--- config.mk ---
export PLATFORM = sky130hd
export DESIGN_NAME = octal_display_mux
export DESIGN_NICKNAME = d
export VERILOG_FILES = /design/src/rtl/octal_display_mux.sv
export SDC_FILE = /design/constraint.sdc
export NUM_CORES = 1
export LEC_CHECK = 0
export ABC_AREA = 1
export ABC_CLOCK_PERIOD_IN_PS = 5800
export BUFFER_PORTS_ARGS = -buffer_cell sky130_fd_sc_hd__buf_2
export CAP_MARGIN = 10
export CORE_ASPECT_RATIO = 0.75
export CORE_MARGIN = 1.5
export CORE_UTILIZATION = 60
export DETAILED_ROUTE_END_ITERATION = 8
export HOLD_SLACK_MARGIN = 0.1
export PLACE_DENSITY = 0.79
export SLEW_MARGIN = 20
export SYNTH_ARGS = -nofsm -noshare
export SYNTH_HDL_FRONTEND = slang
export SYNTH_SLANG_ARGS = --single-unit
export TNS_END_PERCENT = 5
--- constraint.sdc ---
create_clock -name clk -period 5.8 [get_ports clk]
set_clock_uncertainty 0.15 [all_clocks]
set_input_delay 1.16 -clock clk [delete_from_list [all_inputs] [get_ports clk]]
set_output_delay 1.16 -clock clk [all_outputs]
set_load 0.02 [all_outputs]
--- src/rtl/octal_display_mux.sv ---
`default_nettype none
// ============================================================================
// Module   : octal_display_mux
// Brief    : Four-digit multiplexed seven-segment driver showing a 12-bit word
//            as octal digits, with frame-aligned double-buffered updates.
// Revision : 1.0 - initial release
// ============================================================================
module octal_display_mux #(
    parameter int PRESCALE = 50000
) (
    input  logic        clk,
    input  logic        reset,
    input  logic [11:0] value,
    input  logic [3:0]  dots,
    input  logic        load,
    input  logic        blank,
    output logic [7:0]  sevenseg,
    output logic [3:0]  sevenseg_an,
    output logic        pending,
    output logic        frame
);

    localparam logic [15:0] c_last_count = 16'(PRESCALE - 1);
    localparam logic [1:0]  c_last_index = 2'd3;

    logic [15:0] r_count;
    logic [1:0]  r_index;
    logic [11:0] r_buf_value;
    logic [3:0]  r_buf_dots;
    logic [11:0] r_shadow_value;
    logic [3:0]  r_shadow_dots;
    logic        r_pending;
    logic        r_frame;
    logic [7:0]  r_seg;
    logic [3:0]  r_an;

    logic        w_tick;
    logic        w_boundary;
    logic [2:0]  w_digit;
    logic        w_dp;
    logic [7:0]  w_pattern;
    logic [7:0]  w_seg_next;
    logic [3:0]  w_an_next;

    assign w_tick     = (r_count == c_last_count);
    assign w_boundary = w_tick && (r_index == c_last_index);

    // Prescaler and digit scan run regardless of blank.
    always_ff @(posedge clk or posedge reset) begin
        if (reset) begin
            r_count <= 16'd0;
            r_index <= 2'd0;
        end else if (w_tick) begin
            r_count <= 16'd0;
            r_index <= r_index + 2'd1;
        end else begin
            r_count <= r_count + 16'd1;
        end
    end

    // A load coinciding with the boundary bypasses the pending buffer so the
    // newest word reaches the shadow without waiting a whole extra frame.
    always_ff @(posedge clk or posedge reset) begin
        if (reset) begin
            r_buf_value    <= 12'd0;
            r_buf_dots     <= 4'd0;
            r_shadow_value <= 12'd0;
            r_shadow_dots  <= 4'd0;
            r_pending      <= 1'b0;
            r_frame        <= 1'b0;
        end else begin
            r_frame <= w_boundary;
            if (load) begin
                r_buf_value <= value;
                r_buf_dots  <= dots;
            end
            if (w_boundary) begin
                if (load) begin
                    r_shadow_value <= value;
                    r_shadow_dots  <= dots;
                end else if (r_pending) begin
                    r_shadow_value <= r_buf_value;
                    r_shadow_dots  <= r_buf_dots;
                end
                r_pending <= 1'b0;
            end else if (load) begin
                r_pending <= 1'b1;
            end
        end
    end

    always_comb begin
        w_digit = r_shadow_value[2:0];
        w_dp    = r_shadow_dots[0];
        case (r_index)
            2'd0: begin w_digit = r_shadow_value[2:0];   w_dp = r_shadow_dots[0]; end
            2'd1: begin w_digit = r_shadow_value[5:3];   w_dp = r_shadow_dots[1]; end
            2'd2: begin w_digit = r_shadow_value[8:6];   w_dp = r_shadow_dots[2]; end
            default: begin w_digit = r_shadow_value[11:9]; w_dp = r_shadow_dots[3]; end
        endcase
    end

    always_comb begin
        w_pattern = 8'hFF;
        case (w_digit)
            3'd0: w_pattern = 8'hC0;
            3'd1: w_pattern = 8'hF9;
            3'd2: w_pattern = 8'hA4;
            3'd3: w_pattern = 8'hB0;
            3'd4: w_pattern = 8'h99;
            3'd5: w_pattern = 8'h92;
            3'd6: w_pattern = 8'h82;
            default: w_pattern = 8'hF8;
        endcase
    end

    assign w_seg_next = w_dp ? (w_pattern & 8'h7F) : w_pattern;
    assign w_an_next  = blank ? 4'b1111 : ~(4'b0001 << r_index);

    // Anode and segments share one register stage so they always switch together.
    always_ff @(posedge clk or posedge reset) begin
        if (reset) begin
            r_seg <= 8'hFF;
            r_an  <= 4'b1111;
        end else begin
            r_seg <= w_seg_next;
            r_an  <= w_an_next;
        end
    end

    assign sevenseg    = r_seg;
    assign sevenseg_an = r_an;
    assign pending     = r_pending;
    assign frame       = r_frame;

endmodule
`default_nettype wire
# --- Yosys cells after proc, flatten, opt, wreduce, memory -nomap -nowiden ---
# Cells that the tools add are included.
op_classes:
  bitwise: 1
  n_shift: 1
  reduce_logical: 6
  add_sub_neg: 2
  mux: 12
  eq_ne: 10
ops:
  columns: ["operator", "count"]
  rows:
  - ["case mux 7 bit (7 select lines)", 1]
  - ["two-way mux 12 bit", 2]
  - ["adder 16 x 1 -> 16 bit (second input constant)", 1]
  - ["== test 16 bit (second input constant)", 1]
  - ["two-way mux 16 bit", 1]
  - ["two-way mux 4 bit", 3]
  - ["== test 3 bit (second input constant)", 3]
  - ["case mux 3 bit (3 select lines)", 1]
  - ["two-way mux 8 bit", 1]
  - ["== test 3 x 2 -> 1 bit (second input constant)", 2]
  - ["== test 2 bit (second input constant)", 2]
  - ["inverter 4 bit", 1]
  - ["nonzero test 2 bit", 2]
  - ["<< shifter 1 x 2 -> 4 bit (first input constant)", 1]
  - ["== test 3 x 1 -> 1 bit (second input constant)", 1]
  - ["logical NOT 3 bit", 1]
  - ["case mux 1 bit (3 select lines)", 1]
  - ["adder 2 x 1 -> 2 bit (second input constant)", 1]
  - ["== test 2 x 1 -> 1 bit (second input constant)", 1]
  - ["logical NOT 2 bit", 1]
  - ["two-way mux 1 bit", 2]
  - ["AND reduction 2 bit", 1]
  - ["logical AND 1 bit", 1]
word_totals:
  word_cells: 42
  in_bits: 20
  reg_bits: 64
  out_inout_bits: 14

# --- Longest topological paths before layout ---
# Gate-level depths: netlist of run 1.
logic_depth:
  depth_word: 5
  ltp_mapped: 9
  mapped_depth_nobuf: 9

# --- Least setup slack after synthesis of run 1 ---
# OpenSTA, ideal clock, no wires.
synth_timing:
  path_type: "input to register"
  from: "input port load"
  to: "register r_shadow_value[0]"
  setup_ns: 0.065
  t_arrival_ns: 1.972
  path_stages: 7
  path_buffers: 3
  t_required_ns: 5.585
  setup_slack_ns: 3.613
  path_cell_list: "buf_6 > or2_1 > buf_6 > nand4_4 > buf_6 > nand2_1 > nand2_1"
synth_between:
  elab_chain_len: 2
  word_cells_on_any_way: 3
  classes_between: "mux: 1; reduce/logical: 2"
synth_rtl:
  columns: ["element", "line_no", "rtl"]
  rows:
  - ["start: declaration", "15", "input logic load,"]
  - ["nonzero test 2 bit (no line)", null, null]
  - ["AND reduction 2 bit (no line)", null, null]
  - ["end signal: assignment", "79", "r_shadow_value <= value;"]
  - ["end signal: assignment", "82", "r_shadow_value <= r_buf_value;"]
  - ["end: declaration", "30", "logic [11:0] r_shadow_value;"]
# Parallel ways exist; a longest one is shown, timed or not.
# A chain may end at the register's enable or synchronous reset.

# --- Final worst setup path of run 1 ---
layout_timing:
  from: "input port load"
  to: "register r_shadow_value[10]"
# The elaborated chain is that of the path after synthesis.

==> results of run 1 <==
## cell type report
type,count,area (um^2),share of cell area
Sequential cell,64,1620,0.484
Clock buffer,11,141,0.0424
Multi-Input combinational cell,240,1150,0.346
Tap cell,60,75.1,0.0225
Inverter,32,120,0.0360
Clock inverter,5,56.3,0.0169
Timing Repair Buffer,34,173,0.0517
## where the power goes
group / internal (mW) / leakage [nW] / switching, mW
sequential: 0.457 / 0.803 / 0.00257
combinational: 0.00993 / 0.872 / 0.0240
clock: 0.209 / 0.0993 / 0.173
total: 0.676 / 1.77 / 0.199
## stage by stage
stage | power [mW] | area, um^2 | std cells | util
floorplan | 0.488 | 2990 | 346 | -
global placement | 0.501 | 3140 | 430 | 0.648
detailed placement | 0.502 | 3140 | 430 | 0.648
CTS | 0.884 | 3340 | 446 | 0.689
global route | 0.909 | 3340 | 446 | 0.689
finish | 0.875 | 3340 | 446 | 0.689
## registers in the layout (all words and copies together) (netlist names)
| signal | flops |
|---|---|
| r_count | 16 |
| r_buf_value | 12 |
| r_shadow_value | 12 |
| sevenseg | 8 |
| r_buf_dots | 4 |
| r_shadow_dots | 4 |
| sevenseg_an | 4 |
| r_index | 2 |
| frame | 1 |
| pending | 1 |
## layer usage
metal / vias up / part of all wire / track usage
met5: - / 0 / 0
met4: 0 / 0.023 / 0.0948
met3: 14 / 0.071 / 0.103
met2: 79 / 0.42 / 0.333
met1: 1087 / 0.48 / 0.347
li1: 1156 / - / -
## layout by cell type, fill, tap and decap left out, types with 2 or more instances in the layout
cell type  instances
nand2_2            2
nor3_1             6
nand2_1          131
o21ai_0            5
a21oi_1            4
o21bai_1           3
xor2_1             7
clkbuf_8          10
nand3_2            2
clkinv_2           2
inv_1             31
buf_2             33
dfstp_2           12
nor2_2             3
nand4_1           17
nor2_1            32
ha_1               6
o21ai_1            2
nor2_4             3
dfrtp_1           52
nand3_1           13
## worst min-delay path by stage
stage | cells after the start | from | endpoint
3_3_place_gp | 1 | r_shadow_dots[3] | sevenseg[7]
6_report | 1 | r_shadow_dots[3] | sevenseg[7]
4_1_cts | 1 | r_shadow_dots[3] | sevenseg[7]
2_1_floorplan | 1 | r_shadow_dots[3] | sevenseg[7]
3_5_place_dp | 1 | r_shadow_dots[3] | sevenseg[7]
5_1_grt | 1 | r_shadow_dots[3] | sevenseg[7]
## kinds of logic after synthesis
| logic type | after synthesis | synth area share |
|---|---|---|
| xor gates and xnor gates | 7 | 0.0205 |
| adders and majority gates | 6 | 0.0251 |
| and+or+nand+nor | 211 | 0.309 |
| AOI/OAI and AO/OA | 16 | 0.0309 |
| buffers and inverters | 42 | 0.0740 |
| DFF | 64 | 0.540 |
## critical path: stages
cell and delay, ns:
buf_2 0.28, or2_1 0.56, nand4_4 0.31, nand2_1 0.15, nand2_1 0.07
==> reports/metrics.yaml, run 1 <==
global_routing:
  track_usage: 0.245
  grt_first_pass_wirelength_um: 9780
  grt_remaining_overflow: 0
  grt_max_degree: 65
  antenna_found_initial: 0
  first_global_vias: 2059
power:
  powerDensity_nw_per_um2: 262
  vdd_ir_drop_max_mv: 0.168
  p_leak_nw: 1.77
critical_path:
  endpoint: "r_shadow_value[10]"
  worstPathRequired_ns: 5.89
  path_class: "primary input to flip-flop"
  startpoint: "load"
  cp-end-kind: "flip-flop"
  r2r_start: "r_index[0]"
  arrival_ns: 2.54
  rrSetupSlack_ns: 3.87
  r2r_end: "sevenseg[4]"
  ff2ff_path_depth: 8
  cp_max_fo: 18
  start_kind: "primary input"
finish:
  drive_above_1_share: 0.189
  area_growth_pct: 11.5
  nFillCells: 378
  diodes: 0
  nets: 407
sta:
  slew_violations: 0
  finalSetupViolations: 0
  fin_ws_ns: 3.35
  final.period_utilization: 0.422
  timing.setup.tns_ns: 0
  worst_pin_slew_ns: 0.767
  fin_crit_ns: 2.45
  whs_ns: 0.272
  finalHoldViolations: 0
  slew-limit-headroom: 0.488
  rsz0062_at_grt: "no"
  max_freq_mhz: 408
yosys:
  yosysUniqueCellTypes: 26
  yosys-top-cells-count: "131 x nand2_1, 52 x dfrtp_1, 32 x inv_1, 32 x nor2_1, 17 x nand4_1"
  synth_seq_cells: 64
  seq_area_frac_synth: 0.540
  yosysMostFrequentCell: "nand2_1"
  synth_top_cell_by_area: "dfrtp_1"
  netlist_area_um2: 2990
  synthTopCellsByArea: "dfrtp_1 43%, nand2_1 16%, dfstp_2 11%"
  ys.flop_type: "dfrtp_1"
  netlist.area_leader.share: 0.435
  synth.net_count: 372
  synthArstFlopShare: 1.00
  synth_edf_count: 0
  synth.avg_cell_area_um2: 8.65
  synth_warnings: 0
  syn-instance-count: 346
drt:
  drtIter0Drc: 176
  drc: 0
  via_per_inst: 5.24
  ant_nets: 0
  vias: 2336
  dr.pass1.iters: 5
  wl_per_cell_um: 13.4
  finalWirelength_um: 5980
cts:
  cts.sinks: 64
  cts_tree: "yes"
  worstSkewPairLatency_ns: 0.35
  htree_levels: 3
  cts_buffers: 9
  ctsHoldBuffers: 0
  cts_resized: 0
  root_buffer: "clkbuf_8"
  clk_pin_slew_ns: 0.07
  post_cts_buffers: 0
  cts.path.max_buffers: 2
die:
  core_region_area_um2: 4840
  ios: 34
  fp-row-count: 22
  die-height_um: 64.2
  initial_core_util: 0.618
  dieArea_um2: 5430
  die_x_um: 84.6
status:
  outcome: "complete, no violations"
worst_hold_path:
  min_path_type: "flip-flop to flip-flop"
flow_run:
  cap_violations: 0
place:
  pre_cts_slack_ns: 3.02
  io_buffer_count: 33
  place.gp.congestion: 0.922
  dp_hpwl_um: 4150
(Power assumes the default switching activity.)
==> inputs of run 2 (changes only) <==
--- a/config.mk
+++ b/config.mk
@@ -6,15 +6,15 @@
 export NUM_CORES = 1
 export LEC_CHECK = 0
 export ABC_AREA = 1
-export ABC_CLOCK_PERIOD_IN_PS = 5800
+export ABC_CLOCK_PERIOD_IN_PS = 2100
 export BUFFER_PORTS_ARGS = -buffer_cell sky130_fd_sc_hd__buf_2
 export CAP_MARGIN = 10
 export CORE_ASPECT_RATIO = 0.75
 export CORE_MARGIN = 1.5
-export CORE_UTILIZATION = 60
+export CORE_UTILIZATION = 52
 export DETAILED_ROUTE_END_ITERATION = 8
 export HOLD_SLACK_MARGIN = 0.1
-export PLACE_DENSITY = 0.79
+export PLACE_DENSITY = 0.72
 export SLEW_MARGIN = 20
 export SYNTH_ARGS = -nofsm -noshare
 export SYNTH_HDL_FRONTEND = slang
==> constraint.sdc (replaced) <==
create_clock -name clk -period 2.1 [get_ports clk]
set_clock_uncertainty 0.15 [all_clocks]
set_input_delay 0.42 -clock clk [delete_from_list [all_inputs] [get_ports clk]]
set_output_delay 0.42 -clock clk [all_outputs]
set_load 0.02 [all_outputs]
==> reports/metrics.yaml, run 2 (synthesized netlist as in run 1, its figures left out) <==
place:
  dp_hpwl_um: 4240
  dp.cells: 450
  pre_cts_slack_ns: 0.286
  placed_cell_area_um2: 3220
  io_buffer_count: 33
  place.gp.congestion: 0.869
drt:
  wl_per_cell_um: 12.4
  ant_nets: 0
  vias: 2291
  drtIter0Drc: 135
  via_per_inst: 4.91
  dr.pass1.iters: 4
  finalWirelength_um: 5800
  drc: 0
power:
  power.total_mw: 2.52
  seqPwrFrac: 0.504
  p_leak_nw: 1.81
  power_switching_mw: 0.556
  clock_power_share: 0.456
  intPower_mw: 1.96
  vdd_ir_drop_max_mv: 0.424
  comb_power_share: 0.040
  powerDensity_nw_per_um2: 730
  p_sw_frac: 0.221
critical_path:
  cp-end-kind: "flip-flop"
  path_class: "flip-flop to flip-flop"
  start_kind: "flip-flop"
  cp_max_fo: 7
  arrival_ns: 1.95
  worstPathRequired_ns: 2.22
sta:
  slew_violations: 0
  timing.setup.tns_ns: 0
  rsz0062_at_grt: "no"
  final.period_utilization: 0.870
  finalHoldViolations: 0
  worst_pin_slew_ns: 0.555
  slew-limit-headroom: 0.629
  finalSetupViolations: 0
  max_freq_mhz: 547
  whs_ns: 0.145
  fin_ws_ns: 0.273
  fin_crit_ns: 1.83
global_routing:
  antenna_found_initial: 0
  track_usage: 0.214
  grt_max_degree: 29
  grt_first_pass_wirelength_um: 10100
  grt_remaining_overflow: 0
  first_global_vias: 2128
cts:
  worstSkewPairLatency_ns: 0.34
  cts.path.max_buffers: 2
  cts.sinks: 64
  root_buffer: "clkbuf_8"
  cts_tree: "yes"
  htree_levels: 3
  cts_buffers: 9
  post_cts_buffers: 0
  clk_pin_slew_ns: 0.07
finish:
  layout_common_cells: "131 x nand2_1, 52 x dfrtp_1, 33 x buf_2"
  utilization: 0.635
  diodes: 0
  top_register: "r_count"
  seq_area_um2: 1620
  reg.largest.list: "r_count x16, r_buf_value x12, r_shadow_value x12"
  area_growth_pct: 15.3
  largest_reg_flops: 16
  final_area_um2: 3450
  nFillCells: 479
  multi_input_area_um2: 1150
  nets: 413
  drive_above_1_share: 0.202
  final_common_cell: "nand2_1"
  fin_cells: 467
die:
  die_x_um: 90.6
  core_region_area_um2: 5440
  die-height_um: 68.7
  dieArea_um2: 6220
  initial_core_util: 0.550
  fp-row-count: 23
  ios: 34
status:
  outcome: "complete, no violations"
flow_run:
  cap_violations: 0
worst_hold_path:
  min_path_type: "primary input to flip-flop"
run 2: cell types whose count changed in the layout (fill, tap and decap cells not counted), sizes merged:
cell	change
clkinv	-1
clkbuf	-2
buf	+5
bufinv	+1
clkinvlp	+2
dlygate4sd3	+1
run 2: timing repair:
action	4_1_cts	5_1_grt
setup endpoints to repair	0	0
resized for setup	0	0
endpoints found under the hold margin	22	0
hold buffers	1	0
run 2: area by class of cell:
type,count,share of cell area
Inverter,32,0.0359
Sequential cell,64,0.468
Timing Repair Buffer,40,0.0710
Tap cell,75,0.0272
Multi-Input combinational cell,240,0.335
Clock buffer,9,0.0359
Clock inverter,7,0.0272
run 2: final timing paths:
kind                                  startpoint           endpoint  slack (ns)  cells past startpoint
max in group asynchronous                  reset     sevenseg_an[2]        0.67                      4
worst max register to register        r_index[0]        sevenseg[3]        0.27                      9
worst min-delay path                       blank     sevenseg_an[0]        0.15                      3
worst max-delay path                  r_index[0]        sevenseg[3]        0.27                      9
min in group asynchronous                  reset  r_shadow_value[1]        0.52                      3
worst min register to register  r_shadow_dots[3]        sevenseg[7]        0.28                      1
run 2: power by group through the flow:
stage          sequential (mW)  combinational [mW]  clock (mW)
6_report                  1.27               0.101        1.15
2_1_floorplan             1.29              0.0579           0
4_1_cts                   1.27               0.105        1.18
5_1_grt                   1.27               0.120        1.24
3_3_place_gp              1.29               0.101           0
3_5_place_dp              1.29               0.103           0
run 2: routing by layer:
layer / vias to the layer above / share of wire / GRT usage
met5: - / 0 / 0
met4: 0 / 0.0072 / 0.0714
met3: 6 / 0.054 / 0.0570
met2: 59 / 0.44 / 0.338
met1: 1057 / 0.50 / 0.290
li1: 1169 / - / -
run 2: critical path: stages (launching register included):
cell	delay, ns
dfrtp_1	0.42
inv_1	0.14
ha_1	0.30
nand2_1	0.08
nand2_1	0.06
nor2_1	0.04
nor2_1	0.28
inv_1	0.10
nand3_1	0.10
nand3_1	0.08
==> inputs of run 3 (changes only) <==
--- a/config.mk
+++ b/config.mk
@@ -11,10 +11,12 @@
 export CAP_MARGIN = 10
 export CORE_ASPECT_RATIO = 0.75
 export CORE_MARGIN = 1.5
-export CORE_UTILIZATION = 52
+export CORE_UTILIZATION = 54
+export CTS_BUF_LIST = sky130_fd_sc_hd__clkbuf_4
 export DETAILED_ROUTE_END_ITERATION = 8
 export HOLD_SLACK_MARGIN = 0.1
-export PLACE_DENSITY = 0.72
+export PLACE_DENSITY = 0.74
+export REMOVE_ABC_BUFFERS = 1
 export SLEW_MARGIN = 20
 export SYNTH_ARGS = -nofsm -noshare
 export SYNTH_HDL_FRONTEND = slang
==> reports/metrics.yaml, run 3 (synthesized netlist as in run 1, its figures left out) <==
cts:
  worstSkewPairLatency_ns: 0.39
  htree_levels: 3
  cts.sinks: 64
  root_buffer: "clkbuf_4"
  clk_pin_slew_ns: 0.10
  cts_tree: "yes"
  cts.path.max_buffers: 2
  cts_buffers: 9
  post_cts_buffers: 0
finish:
  nFillCells: 464
  utilization: 0.653
  drive_above_1_share: 0.187
  layout_common_cells: "131 x nand2_1, 52 x dfrtp_1, 33 x buf_2"
  final_common_cell: "nand2_1"
  area_growth_pct: 16.8
  largest_reg_flops: 16
  diodes: 0
  top_register: "r_count"
  nets: 427
  reg.largest.list: "r_count x16, r_buf_value x12, r_shadow_value x12"
global_routing:
  grt_max_degree: 65
  grt_first_pass_wirelength_um: 10300
  antenna_found_initial: 0
  first_global_vias: 2152
  grt_remaining_overflow: 0
  track_usage: 0.231
drt:
  finalWirelength_um: 6020
  vias: 2351
  via_per_inst: 4.89
  drc: 0
  wl_met1_um: 3020
  routed.top_layer: "met4"
  drtIter0Drc: 242
  wl_per_cell_um: 12.5
  dr.pass1.iters: 5
  ant_nets: 0
  met3_length_um: 396
  wl_met2_um: 2550
place:
  pre_cts_slack_ns: 0.256
  dp_hpwl_um: 4030
  place.gp.congestion: 0.923
  io_buffer_count: 33
sta:
  slew_violations: 0
  finalSetupViolations: 0
  fin_ws_ns: 0.316
  final.period_utilization: 0.850
  rsz0062_at_grt: "no"
  slew-limit-headroom: 0.698
  finalHoldViolations: 0
  fin_crit_ns: 1.78
  max_freq_mhz: 561
  worst_pin_slew_ns: 0.453
die:
  die-height_um: 67.5
  fp-row-count: 23
  initial_core_util: 0.559
  core_region_area_um2: 5350
  dieArea_um2: 6000
  ios: 34
  die_x_um: 89.0
critical_path:
  path_common_cell: "nand2_1"
  cp_max_fo: 5
  arrival_ns: 1.96
  cp_num_buf_inv: 1
  worstPathRequired_ns: 2.28
  critPathSlowestCell: "dfrtp_1"
  path_class: "flip-flop to flip-flop"
  path_cells: "inv_1, ha_1, nand2_1, nand2_1, nor2_1, nor2_1, nand2_1, a21oi_1"
  cp-end-kind: "flip-flop"
  cpLargestDelayFamily: "simple AND/OR/NAND/NOR gates"
  start_kind: "flip-flop"
  slowest_delay_ns: 0.43
power:
  vdd_ir_drop_max_mv: 0.416
  p_leak_nw: 1.84
  powerDensity_nw_per_um2: 623
worst_hold_path:
  min_path_type: "primary input to flip-flop"
flow_run:
  cap_violations: 0
status:
  outcome: "complete, no violations"
## run 3: worst reg2reg max path: cells and delay by family, from the launching register on
| family | cells | cell delay (ns) |
|---|---|---|
| compound gates | 1 | 0.14 |
| fa+ha+maj | 1 | 0.28 |
| buf+inv | 1 | 0.13 |
| flops | 1 | 0.43 |
| simple gates | 5 | 0.59 |
## run 3: final cells by class
cell class                      count  area [um^2]  area share
Tap cell                           75         93.8      0.0268
Inverter                           32          120      0.0344
Clock inverter                      5         47.5      0.0136
Sequential cell                    64         1620       0.462
Timing Repair Buffer               54          378       0.108
Clock buffer                       11         82.6      0.0236
Multi-Input combinational cell    240         1160       0.331
## run 3: repair_timing
item,CTS,global route
gates resized for setup,0,1
hold buffers,17,0
setup endpoints to repair,0,1
endpoints found under the hold margin,71,0
## run 3: where the power goes
part / switching [mW] / internal [mW] / leakage (nW) / total, mW
combinational: 0.0683 / 0.0506 / 0.962 / 0.119
clock: 0.412 / 0.379 / 0.0757 / 0.791
sequential: 0.00836 / 1.26 / 0.803 / 1.27
## run 3: through the flow
| stage | power (mW) | setup TNS, ns | instance area, um^2 | std cells | hold slack [ns] |
|---|---|---|---|---|---|
| after floorplan | 1.34 | -2.51 | 2890 | 336 | 0.248 |
| after global placement | 1.39 | 0 | 3190 | 448 | 0.297 |
| after detailed placement | 1.39 | 0 | 3190 | 448 | 0.297 |
| after CTS | 2.21 | 0 | 3490 | 481 | 0.103 |
| after global routing | 2.27 | 0 | 3500 | 481 | 0.118 |
| final | 2.18 | 0 | 3500 | 481 | 0.131 |
## run 3: path summary, 6_finish.rpt
kind,startpoint,end,slack [ns],cells past startpoint
hold reg to reg,r_shadow_dots[3],sevenseg[7],0.32,1
max in group asynchronous,reset,sevenseg[5],1.01,4
min in group asynchronous,reset,r_count[5],0.47,4
setup / recovery,r_index[0],sevenseg[5],0.32,8
hold / removal,value[1],r_buf_value[1],0.13,3
setup reg to reg,r_index[0],sevenseg[5],0.32,8
## run 3: layer usage
layer,vias up,GRT usage
met5,-,0
li1,1201,-
met2,80,0.309
met4,0,0.0654
met1,1062,0.355
met3,8,0.0770
